<file path="src/rtl/spi_cmd_sequencer_if.sv">
// Command/response handshake bundle for spi_cmd_sequencer.
// master: the command producer / response consumer; slave: the sequencer.
interface spi_cmd_sequencer_if #(
  parameter int DATA_WIDTH = 8,
  parameter int SID_W      = 1
) ();
  logic                  cmd_valid;
  logic                  cmd_ready;
  logic [DATA_WIDTH-1:0] cmd_data;
  logic [SID_W-1:0]      cmd_slave_id;
  logic                  rsp_valid;
  logic                  rsp_ready;
  logic [DATA_WIDTH-1:0] rsp_data;

  modport master (
    output cmd_valid, cmd_data, cmd_slave_id, rsp_ready,
    input  cmd_ready, rsp_valid, rsp_data
  );

  modport slave (
    input  cmd_valid, cmd_data, cmd_slave_id, rsp_ready,
    output cmd_ready, rsp_valid, rsp_data
  );
endinterface

</file>
<file path="src/rtl/spi_cmd_sequencer.sv">
// spi_cmd_sequencer: queues {slave_id, word} commands and launches them one at
// a time on an attached SPI master, collecting the received words.
// Optional macro SPI_SEQ_RX_FIFO_EN: responses go into an RX FIFO of
// FIFO_DEPTH entries instead of a single response register.
//
// state     | meaning
// ----------+-----------------------------------------------------------
// IDLE      | waiting for a queued command, SPI master idle, response room
// LAUNCH    | one-cycle spi_start with the FIFO head; head is popped
// WAIT_ACK  | waiting for the SPI master to drop spi_ready
// WAIT_DONE | waiting for spi_ready to return; capture spi_rx_data then
module spi_cmd_sequencer #(
  parameter  int DATA_WIDTH = 8,
  parameter  int NUM_CS     = 1,
  parameter  int FIFO_DEPTH = 4,
  localparam int SID_W      = (NUM_CS > 1) ? $clog2(NUM_CS) : 1,
  localparam int PTR_W      = $clog2(FIFO_DEPTH),
  localparam int LVL_W      = PTR_W + 1
) (
  input  logic                  clk,
  input  logic                  rst_n,
  spi_cmd_sequencer_if.slave    bus,
  output logic                  spi_start,
  output logic [DATA_WIDTH-1:0] spi_tx_data,
  output logic [SID_W-1:0]      spi_slave_id,
  input  logic                  spi_ready,
  input  logic [DATA_WIDTH-1:0] spi_rx_data,
  output logic                  busy,
  output logic [LVL_W-1:0]      cmd_level
);

  localparam int ENT_W = SID_W + DATA_WIDTH;

  typedef enum logic [1:0] {IDLE, LAUNCH, WAIT_ACK, WAIT_DONE} state_t;

  state_t                state, state_nxt;
  logic [ENT_W-1:0]      cmd_mem [FIFO_DEPTH];
  logic [PTR_W-1:0]      cmd_wr, cmd_rd;
  logic [LVL_W-1:0]      cmd_cnt;
  logic [ENT_W-1:0]      head;
  logic [DATA_WIDTH-1:0] last_tx;
  logic [SID_W-1:0]      last_sid;
  logic                  cmd_push, cmd_pop, capture, rsp_pop, rsp_space;

  assign head          = cmd_mem[cmd_rd];
  assign bus.cmd_ready = (cmd_cnt < LVL_W'(FIFO_DEPTH));
  assign cmd_push      = bus.cmd_valid && bus.cmd_ready;
  assign cmd_pop       = (state == LAUNCH);
  assign capture       = (state == WAIT_DONE) && spi_ready;
  assign rsp_pop       = bus.rsp_valid && bus.rsp_ready;
  assign cmd_level     = cmd_cnt;
  assign busy          = (cmd_cnt != '0) || (state != IDLE);

  // Command FIFO: power-of-two depth, so pointers wrap on their own.
  always_ff @(posedge clk or negedge rst_n) begin
    if (!rst_n) begin
      for (int i = 0; i < FIFO_DEPTH; i++) cmd_mem[i] <= '0;
      cmd_wr  <= '0;
      cmd_rd  <= '0;
      cmd_cnt <= '0;
    end else begin
      if (cmd_push) begin
        cmd_mem[cmd_wr] <= {bus.cmd_slave_id, bus.cmd_data};
        cmd_wr          <= cmd_wr + 1'b1;
      end
      if (cmd_pop) cmd_rd <= cmd_rd + 1'b1;
      case ({cmd_push, cmd_pop})
        2'b10:   cmd_cnt <= cmd_cnt + 1'b1;
        2'b01:   cmd_cnt <= cmd_cnt - 1'b1;
        default: cmd_cnt <= cmd_cnt;
      endcase
    end
  end

  // Sequencer state register.
  always_ff @(posedge clk or negedge rst_n) begin
    if (!rst_n) state <= IDLE;
    else        state <= state_nxt;
  end

  // Remember the launched word so the SPI-side outputs hold between launches.
  always_ff @(posedge clk or negedge rst_n) begin
    if (!rst_n) begin
      last_tx  <= '0;
      last_sid <= '0;
    end else if (state == LAUNCH) begin
      last_tx  <= head[DATA_WIDTH-1:0];
      last_sid <= head[ENT_W-1:DATA_WIDTH];
    end
  end

  // Next-state and SPI launch outputs.
  always_comb begin
    state_nxt    = state;
    spi_start    = 1'b0;
    spi_tx_data  = last_tx;
    spi_slave_id = last_sid;
    case (state)
      IDLE:      if ((cmd_cnt != '0) && spi_ready && rsp_space) state_nxt = LAUNCH;
      LAUNCH: begin
        spi_start    = 1'b1;
        spi_tx_data  = head[DATA_WIDTH-1:0];
        spi_slave_id = head[ENT_W-1:DATA_WIDTH];
        state_nxt    = WAIT_ACK;
      end
      WAIT_ACK:  if (!spi_ready) state_nxt = WAIT_DONE;
      WAIT_DONE: if (spi_ready)  state_nxt = IDLE;
      default:   state_nxt = IDLE;
    endcase
  end

`ifdef SPI_SEQ_RX_FIFO_EN
  logic [DATA_WIDTH-1:0] rx_mem [FIFO_DEPTH];
  logic [PTR_W-1:0]      rx_wr, rx_rd;
  logic [LVL_W-1:0]      rx_cnt;
  logic [LVL_W:0]        rx_need;

  // A launch reserves an RX slot for the word it will bring back.
  assign rx_need       = {1'b0, rx_cnt} + {{LVL_W{1'b0}}, (state != IDLE)};
  assign rsp_space     = (rx_need < (LVL_W+1)'(FIFO_DEPTH));
  assign bus.rsp_valid = (rx_cnt != '0);
  assign bus.rsp_data  = rx_mem[rx_rd];

  // RX FIFO: capture pushes, consumer handshake pops; both may coincide.
  always_ff @(posedge clk or negedge rst_n) begin
    if (!rst_n) begin
      for (int i = 0; i < FIFO_DEPTH; i++) rx_mem[i] <= '0;
      rx_wr  <= '0;
      rx_rd  <= '0;
      rx_cnt <= '0;
    end else begin
      if (capture) begin
        rx_mem[rx_wr] <= spi_rx_data;
        rx_wr         <= rx_wr + 1'b1;
      end
      if (rsp_pop) rx_rd <= rx_rd + 1'b1;
      case ({capture, rsp_pop})
        2'b10:   rx_cnt <= rx_cnt + 1'b1;
        2'b01:   rx_cnt <= rx_cnt - 1'b1;
        default: rx_cnt <= rx_cnt;
      endcase
    end
  end
`else
  logic [DATA_WIDTH-1:0] rsp_reg;
  logic                  rsp_vld;

  // The single register may be refilled only if it is empty or being read now.
  assign rsp_space     = !rsp_vld || rsp_pop;
  assign bus.rsp_valid = rsp_vld;
  assign bus.rsp_data  = rsp_reg;

  // Single response register: capture sets valid, pop clears it.
  always_ff @(posedge clk or negedge rst_n) begin
    if (!rst_n) begin
      rsp_reg <= '0;
      rsp_vld <= 1'b0;
    end else if (capture) begin
      rsp_reg <= spi_rx_data;
      rsp_vld <= 1'b1;
    end else if (rsp_pop) begin
      rsp_vld <= 1'b0;
    end
  end
`endif

endmodule

</file>
<file path="src/flat_wrapper.sv">
// flat-port wrapper written by rule: the top's interface ports become plain ports
module spi_cmd_sequencer_flat 
#(
  parameter  int DATA_WIDTH = 8,
  parameter  int NUM_CS     = 1,
  parameter  int FIFO_DEPTH = 4,
  localparam int SID_W      = (NUM_CS > 1) ? $clog2(NUM_CS) : 1,
  localparam int PTR_W      = $clog2(FIFO_DEPTH),
  localparam int LVL_W      = PTR_W + 1
)
  (clk, rst_n, spi_start, spi_tx_data, spi_slave_id, spi_ready, spi_rx_data, busy, cmd_level, bus_cmd_valid, bus_cmd_data, bus_cmd_slave_id, bus_rsp_ready, bus_cmd_ready, bus_rsp_valid, bus_rsp_data);
  spi_cmd_sequencer_if #(.DATA_WIDTH(DATA_WIDTH), .SID_W(SID_W)) bus_i ();
  input  logic clk;
  input  logic rst_n;
  output logic spi_start;
  output logic [DATA_WIDTH-1:0] spi_tx_data;
  output logic [SID_W-1:0] spi_slave_id;
  input  logic spi_ready;
  input  logic [DATA_WIDTH-1:0] spi_rx_data;
  output logic busy;
  output logic [LVL_W-1:0] cmd_level;
  input wire logic [$bits(bus_i.cmd_valid)-1:0] bus_cmd_valid;
  input wire logic [$bits(bus_i.cmd_data)-1:0] bus_cmd_data;
  input wire logic [$bits(bus_i.cmd_slave_id)-1:0] bus_cmd_slave_id;
  input wire logic [$bits(bus_i.rsp_ready)-1:0] bus_rsp_ready;
  output wire logic [$bits(bus_i.cmd_ready)-1:0] bus_cmd_ready;
  output wire logic [$bits(bus_i.rsp_valid)-1:0] bus_rsp_valid;
  output wire logic [$bits(bus_i.rsp_data)-1:0] bus_rsp_data;
  assign bus_i.cmd_valid = bus_cmd_valid;
  assign bus_i.cmd_data = bus_cmd_data;
  assign bus_i.cmd_slave_id = bus_cmd_slave_id;
  assign bus_i.rsp_ready = bus_rsp_ready;
  assign bus_cmd_ready = bus_i.cmd_ready;
  assign bus_rsp_valid = bus_i.rsp_valid;
  assign bus_rsp_data = bus_i.rsp_data;
  spi_cmd_sequencer #(.DATA_WIDTH(DATA_WIDTH), .NUM_CS(NUM_CS), .FIFO_DEPTH(FIFO_DEPTH)) u_core (.clk(clk), .rst_n(rst_n), .bus(bus_i), .spi_start(spi_start), .spi_tx_data(spi_tx_data), .spi_slave_id(spi_slave_id), .spi_ready(spi_ready), .spi_rx_data(spi_rx_data), .busy(busy), .cmd_level(cmd_level));
endmodule
</file>
<file path="config.mk">
export PLATFORM = sky130hd
export DESIGN_NAME = spi_cmd_sequencer_flat
export DESIGN_NICKNAME = d
export VERILOG_FILES = /design/src/rtl/spi_cmd_sequencer_if.sv /design/src/rtl/spi_cmd_sequencer.sv /design/src/flat_wrapper.sv
export SDC_FILE = /design/constraint.sdc
export NUM_CORES = 1
export LEC_CHECK = 0
export CORE_MARGIN = 1
export CORE_UTILIZATION = 50
export CTS_CLUSTER_SIZE = 25
export DETAILED_ROUTE_END_ITERATION = 8
export PLACE_DENSITY = 0.84
export SYNTH_ARGS = -nofsm -noshare
export SYNTH_HDL_FRONTEND = slang
export SYNTH_SLANG_ARGS = --single-unit
</file>
<file path="constraint.sdc">
create_clock -name clk -period 3.45 [get_ports clk]
set_clock_uncertainty 0.05 [all_clocks]
set_input_delay 1.035 -clock clk [delete_from_list [all_inputs] [get_ports clk]]
set_output_delay 1.035 -clock clk [all_outputs]
set_load 0.02 [all_outputs]
</file>
-- Word level (Yosys, flattened, before mapping)
Cells that the tools add are included.
- ROM bits: 0
- input bits: 22
- bits in latches: 0
- output and inout bits: 24
- RAM bits: 0
- logic and storage cells: 61
- memories: 0
- register bits after elaboration: 63
- $mul: 0
- eq/ne operators: 8
- reduce and logical (&&, ||, !) cells: 15
- multiplexer cells: 16
- div/mod/pow operators: 0
- $add $sub $neg: 4
- $lt $le $gt $ge: 4
- shifts and indexed selects: 0
- bitwise operators: 2
- operators by type and width (cell ; count):
    bitwise mux 36 bit ; 1
    2-to-1 mux 9 bit ; 3
    binary-select mux 9 bit (select 2 bit) ; 1
    demux 9 bit (select 2 bit) ; 1
    2-to-1 mux 8 bit ; 1
    one-hot mux 2 bit (4 select lines) ; 1
    equality test 2 bit, second input constant ; 3
    greater-or-equal comparator 3 bit, second input constant ; 2
    logical AND 1 bit ; 6
    2-to-1 mux 2 bit ; 3
    inverter 2 -> 3 bit ; 2
    one-hot mux 3 bit (2 select lines) ; 1
    nonzero test 2 bit ; 3
    adder 2 x 1 -> 2 bit, second input constant ; 2
    equality test 2 x 1 -> 1 bit, second input constant ; 2
    2-to-1 mux 1 bit ; 4
    != test 2 bit, second input constant ; 2
    adder 3 x 1 -> 3 bit, second input constant ; 1
    less-than comparator 3 x 1 -> 1 bit, second input constant ; 1
    less-than comparator 3 bit, second input constant ; 1
    AND reduction 3 bit ; 1
    nonzero test 3 bit ; 1
    subtractor 3 x 1 -> 3 bit, second input constant ; 1
    zero test 2 bit ; 1
    3 further kinds ; 4

-- Logic depth before layout (Yosys ltp)
Gate-level depths: netlist of run 1.
- word-level depth: 6
- mapped depth: 9
- mapped depth without buffers: 8

-- Worst setup path before layout of run 1
OpenSTA, ideal clock, no wires.
- path kind: register to output
- start: register u_core.state[1]
- end: output spi_slave_id
- required time: 2.365 ns
- arrival: 1.582 ns
- path slack: 0.783 ns
- buffers on the path: 1
- stages on the path, launching flop included: 5
- cells stage by stage: dfrtp_1 > inv_1 > ha_1 > clkbuf_1 > mux2_2
- cells in the longest elaborated chain, start to end: 2
- RTL lines (what ; RTL line ; text):
    from (decl) ; spi_cmd_sequencer.sv:36 ; state_t state, state_nxt;
    from (signal assigned) ; spi_cmd_sequencer.sv:78 ; else state <= state_nxt;
    equality test 2 x 1 -> 1 bit ; spi_cmd_sequencer.sv:98 ; case (state)
    2-to-1 mux 1 bit ; spi_cmd_sequencer.sv:98 ;
    to (decl) ; flat_wrapper.sv:17 ; output logic [SID_W-1:0] spi_slave_id;
Every way passes these cells.

-- Worst setup path in the final report of run 1
- start: register u_core.cmd_rd[0]
- end: output spi_tx_data[2]
- cells in the longest elaborated chain, start to end: 5
- RTL lines (what ; RTL line ; text):
    from (decl) ; spi_cmd_sequencer.sv:38 ; logic [PTR_W-1:0] cmd_wr, cmd_rd;
    from (signal assigned) ; spi_cmd_sequencer.sv:66 ; if (cmd_pop) cmd_rd <= cmd_rd + 1'b1;
    inverter 2 -> 3 bit (implied by the code) ; spi_cmd_sequencer.sv:45 ; assign head = cmd_mem[cmd_rd];
    binary-select mux 9 bit (select 2 bit) ; spi_cmd_sequencer.sv:45 ;
    2-to-1 mux 9 bit (implied by the code) (2 in series) ; spi_cmd_sequencer.sv:45 ;
    2-to-1 mux 8 bit ; spi_cmd_sequencer.sv:98 ;
    to (decl) ; flat_wrapper.sv:16 ; output logic [DATA_WIDTH-1:0] spi_tx_data;
Every way passes these cells. The select of a mux whose other input is x is not followed.

==> results of run 1 <==
synthesized netlist by cell type, drive strengths merged, types with 2 or more instances:
| cell | number |
|---|---|
| buf | 3 |
| dfrtp | 63 |
| ha | 9 |
| inv | 9 |
| mux2 | 54 |
| mux4 | 9 |
| nand2 | 11 |
| nor2b | 2 |
| o21ai | 2 |
| xnor2 | 4 |
| xor2 | 2 |
area by class of cell:
class | instances | share of cell area
Multi-Input combinational cell | 100 | 0.312
Clock inverter | 6 | 0.0321
Sequential cell | 63 | 0.440
Clock buffer | 10 | 0.0384
Inverter | 9 | 0.00943
Tap cell | 70 | 0.0244
Timing Repair Buffer | 50 | 0.143
worst max-delay path by stage:
stage / end / slack (ps) / cells after the start
final: spi_tx_data[2] / 70 / 4
after global routing: spi_tx_data[2] / 7 / 4
after CTS: spi_tx_data[7] / 30 / 4
after detailed placement: spi_tx_data[7] / 330 / 4
after global placement: spi_tx_data[7] / 380 / 4
after floorplan: spi_slave_id / 780 / 4
registers in the layout (all words and copies together), names as in the netlist:
signal / count
u_core.cmd_mem: 36
u_core.bus.rsp_data: 8
u_core.last_tx: 8
u_core.cmd_level: 3
u_core.cmd_rd: 2
u_core.cmd_wr: 2
u_core.state: 2
u_core.bus.rsp_valid: 1
u_core.last_sid: 1
metal layers:
| layer | GRT usage | share of wire | up-vias | wire length, um |
|---|---|---|---|---|
| met5 | 0 | 0 | - | 0 |
| met4 | 0.0923 | 0.014 | 0 | 73 |
| met3 | 0.0659 | 0.033 | 9 | 177 |
| met2 | 0.351 | 0.54 | 27 | 2850 |
| met1 | 0.235 | 0.41 | 845 | 2200 |
| li1 | - | - | 735 | - |
power by group:
part	leakage [nW]	total [mW]	switching [mW]	internal, mW
logic	0.710	1.69	0.712	0.975
registers	0.756	1.35	0.232	1.12
clock network	0.123	0.798	0.295	0.503
total	1.59	3.84	1.24	2.60
kinds of logic after synthesis:
kind of cell | Yosys count | synth area share
compound gates | 4 | 0.0109
xor+xnor | 6 | 0.0191
fa+ha+maj | 10 | 0.0482
buf+inv | 13 | 0.0200
flops | 63 | 0.574
mux | 64 | 0.300
simple gates | 16 | 0.0282
layout by cell type (no fill, tap or decap):
| cell | n |
|---|---|
| dfrtp_1 | 62 |
| clkinv_4 | 1 |
| buf_12 | 2 |
| or4b_4 | 1 |
| inv_1 | 9 |
| ha_1 | 9 |
| o32a_2 | 1 |
| inv_6 | 1 |
| nor2_1 | 1 |
| nand2_1 | 11 |
| xor2_1 | 2 |
| mux2_2 | 53 |
| clkdlybuf4s50_1 | 42 |
| mux4_2 | 9 |
| clkbuf_8 | 10 |
| a21oi_2 | 1 |
| bufinv_16 | 3 |
| dfrtp_2 | 1 |
| buf_2 | 1 |
| nor2b_1 | 2 |
| fa_1 | 1 |
| nand2b_1 | 1 |
| mux2_4 | 1 |
| o21ai_0 | 2 |
| dlymetal6s2s_1 | 2 |
| mux2i_1 | 1 |
| clkinvlp_4 | 1 |
| buf_4 | 3 |
| xnor2_1 | 4 |
repair_timing:
action | CTS | global route
gates resized for setup | 1 | 2
gates cloned | 0 | 0
endpoints found under the setup margin | 4 | 2
worst max-delay path: cells and delay by family, from the launching register on:
| family | cells | cell delay, ps |
|---|---|---|
| flip-flops | 1 | 450 |
| multiplexers | 2 | 800 |
| buffers and inverters | 2 | 710 |
==> results.ini, run 1 <==
[logic_synthesis]
yosysSeqAreaShare = 0.574
netlist_instances = 176
ys_top_cells_by_area = dfrtp_1 (57%), mux2_2 (22%), mux4_2 (7.4%), ha_1 (4.1%), nand2_1 (1.5%)
async_flop_share = 1.00
netlist.area_leader.share = 0.574
yosysWarnings = 0
ys_ff_latch = 63
synth_ff_type = dfrtp_1
synth_edf_count = 0
ys_types = 21
synth_top_cell_by_area = dfrtp_1
synth_area_um2 = 2750
synth.avg_cell_area_um2 = 15.6
syn_nets = 208

[clock_tree]
clock_latency_ps = 340
clk_path_buf_depth = 2
cts_tree = yes
clock-sinks = 63
numCtsBuffers = 9
htree_levels = 3
cts_root_buffer = clkbuf_8
post_cts.repair.setup_buffers = 0
ctsHoldBuffers = 0
path_clk_slew_ps = 70

[sta]
fin_ws_ps = 74.9
rsz0062_at_grt = no
timing.fmax_mhz = 296
worst_pin_slew_ps = 830
maxSlewHeadroom = 0.447
setup_viol = 0
hold_ws_ps = 445
slew_violations = 0
layout_min_cycle_time_ps = 3380
fin_crit_sh = 0.978
fin_tns_setup_ps = 0
hold_viol_final = 0

[global_route]
grt_pass1_wl_mm = 8.86
grt_max_degree = 39
gr-usage-all-layers = 0.205
first_global_vias = 1796
globalRoute.totalOverflow = 0
antenna_found_initial = 0

[critical_path]
cp_slowest_stage_delay_ps = 550
cpMaxStageDelayCell = clkdlybuf4s50_1
r2r-start = u_core.state[1]
critical_path_class = reg -> out
cp_cell_sequence = buf_12, mux4_2, mux2_2, clkdlybuf4s50_1
startpoint_type = flip-flop
required_ps = 2360
r2r_slack_ps = 1450
crit_path_max_fanout = 8
reg2reg_to = u_core.cmd_level[2]
r2r_cells = 8
cp-end-kind = output pin
cp.arrival_ps = 2290
crit_start = u_core.cmd_rd[0]

[placement]
hpwl_mm = 3.51
io_buffers = 45
placed_area_um2 = 3320
dp.cells = 292
gp_congestion = 0.727
dp_slack_ps = 329

[die]
die_h_um = 76.1
die_x_um = 76.1
start_util = 0.528
pin_count = 46
rows = 26
core-area_um2 = 5200
dieArea_um2 = 5800

[layout]
fin_area_um2 = 3580
areaGrowthSynthToFinish_pct = 30.3
multi_input_area_um2 = 1120
utilization = 0.688
final_cell_count_no_fill = 308
drive_above_1_share = 0.374
fill_cells = 364
num_antenna_cells = 0
seq_area_um2 = 1580
nets = 265

[power_and_ir_drop]
power_mw = 3.84
p_per_area_nw_per_um2 = 1070
ir_worst_vdd_mv = 0.505
leakage_nw = 1.59

[worst_hold_path]
hp-class = reg -> reg
min_path_cells = 1
worstHoldStart = u_core.last_tx[6]
hold_end = u_core.last_tx[6]

[detailed_routing]
first_iter_violations = 44
drt_first_pass_iters = 4
viasPerCell = 5.25
drt_wl_total_mm = 5.30
drc_errors = 0
num_vias = 1616
routedWlPerCell_um = 17.2
antenna_left = 0

[outcome]
outcome = completed

[run]
maxCapViolCount = 0

No activity file was read; power rests on OpenSTA's default activity.
==> run 2, diff against run 1 <==
--- a/config.mk
+++ b/config.mk
@@ -5,11 +5,13 @@
 export SDC_FILE = /design/constraint.sdc
 export NUM_CORES = 1
 export LEC_CHECK = 0
+export CELL_PAD_IN_SITES_DETAIL_PLACEMENT = 2
+export CELL_PAD_IN_SITES_GLOBAL_PLACEMENT = 2
 export CORE_MARGIN = 1
-export CORE_UTILIZATION = 50
+export CORE_UTILIZATION = 40
 export CTS_CLUSTER_SIZE = 25
 export DETAILED_ROUTE_END_ITERATION = 8
-export PLACE_DENSITY = 0.84
+export PLACE_DENSITY = 0.92
 export SYNTH_ARGS = -nofsm -noshare
 export SYNTH_HDL_FRONTEND = slang
 export SYNTH_SLANG_ARGS = --single-unit
==> results.ini, run 2 (synthesized netlist as in run 1, its figures left out) <==
[clock_tree]
clock-sinks = 63
clk_path_buf_depth = 2
cts_root_buffer = clkbuf_8
numCtsBuffers = 9
htree_levels = 3
ctsHoldBuffers = 0
clock_latency_ps = 340
path_clk_slew_ps = 80
cts_tree = yes

[critical_path]
cp-end-kind = output pin
critical_path_class = reg -> out
cp.arrival_ps = 2240
crit_path_max_fanout = 7
required_ps = 2360
startpoint_type = flip-flop

[detailed_routing]
viasPerCell = 5.28
drt_first_pass_iters = 6
routedWlPerCell_um = 20.2
antenna_left = 0
num_vias = 1685
drc_errors = 6
first_iter_violations = 61
drt_wl_total_mm = 6.44

[global_route]
antenna_found_initial = 0
first_global_vias = 2043
gr-usage-all-layers = 0.208
grt_pass1_wl_mm = 10.9
grt_max_degree = 25
globalRoute.totalOverflow = 0

[sta]
fin_crit_sh = 0.964
worst_pin_slew_ps = 539
fin_tns_setup_ps = 0
timing.fmax_mhz = 301
slew_violations = 0
fin_ws_ps = 124
setup_viol = 0
rsz0062_at_grt = no
layout_min_cycle_time_ps = 3330
hold_viol_final = 0
maxSlewHeadroom = 0.640

[placement]
dp.cells = 300
hpwl_mm = 4.17
gp_congestion = 0.712
io_buffers = 45
dp_slack_ps = 301
placed_area_um2 = 3330

[layout]
final_cell_count_no_fill = 319
utilization = 0.547
drive_above_1_share = 0.384
final_cell_mix = dfrtp_1 (62), mux2_2 (53), clkdlybuf4s50_1 (43)
num_antenna_cells = 0
largest_register_ffs = 36
fill_cells = 584
areaGrowthSynthToFinish_pct = 29.4
fin_area_um2 = 3560
regMostFlops = u_core.cmd_mem
nets = 269
final_common_cell = dfrtp_1

[die]
core-area_um2 = 6490
die_h_um = 84.9
rows = 29
pin_count = 46
die_x_um = 84.9
dieArea_um2 = 7210
start_util = 0.423

[power_and_ir_drop]
ir_worst_vdd_mv = 0.488
leakage_nw = 1.56
p_per_area_nw_per_um2 = 1070

[worst_hold_path]
hp-class = reg -> reg

[run]
maxCapViolCount = 0

[outcome]
outcome = finished, violations left
violations = DRC

## run 2: cell types whose count changed in the layout (fill, tap and decap cells not counted), sizes merged
cell / previous run / this run
buf: 6 / 10
bufinv: 3 / 1
clkinv: 1 / 3
dlymetal6s2s: 2 / 0
clkdlybuf4s50: 42 / 43
dlygate4sd2: 0 / 1
## run 2: final cells by class
cell class / count / area, um^2 / area share
sequential: 63 / 1580 / 0.444
multi-input combinational: 100 / 1120 / 0.314
timing repair buffer: 54 / 524 / 0.147
clock buffer: 10 / 138 / 0.0387
tap: 77 / 96.3 / 0.0271
clock inverter: 6 / 68.8 / 0.0194
inverter: 9 / 33.8 / 0.00950
## run 2: critical path, cell delays in order (launching register included)
cell and delay (ps):
dfrtp_2 420, buf_12 140, mux4_2 500, mux2_2 300, clkdlybuf4s50_1 540
## run 2: through the flow
stage | power [mW] | hold slack, ps
2_1_floorplan | 2.41 | 424
3_3_place_gp | 2.98 | 431
3_5_place_dp | 3.10 | 439
4_1_cts | 3.86 | 458
5_1_grt | 4.03 | 476
6_report | 3.80 | 454
## run 2: final timing paths
path	slack [ps]	cells after the start	startpoint	endpoint
worst max-delay path	120	4	u_core.cmd_rd[0]	spi_tx_data[4]
worst max register to register	1310	9	u_core.state[1]	u_core.cmd_level[2]
worst min register to register	450	1	u_core.cmd_mem[10]	u_core.cmd_mem[10]
max in group asynchronous	2000	2	rst_n	u_core.cmd_rd[0]
min in group asynchronous	620	1	rst_n	u_core.state[0]
worst min-delay path	450	1	u_core.cmd_mem[10]	u_core.cmd_mem[10]
## run 2: repair_timing
item	in CTS	in global routing
endpoints found under the setup margin	5	0
buffers inserted	3	0
resized for setup	2	0
## run 2: metal layers
| layer | share of wire | wire length (um) | vias to the layer above | global-route usage |
|---|---|---|---|---|
| met1 | 0.40 | 2570 | 876 | 0.240 |
| met3 | 0.040 | 260 | 12 | 0.0506 |
| met5 | 0 | 0 | - | 0 |
| met2 | 0.54 | 3480 | 57 | 0.375 |
| met4 | 0.020 | 129 | 0 | 0.0817 |
| li1 | - | - | 740 | - |
## run 2: power by group
group | internal (mW) | switching (mW) | total [mW]
Clock | 0.357 | 0.311 | 0.668
Sequential | 1.12 | 0.244 | 1.37
Combinational | 0.990 | 0.774 | 1.76
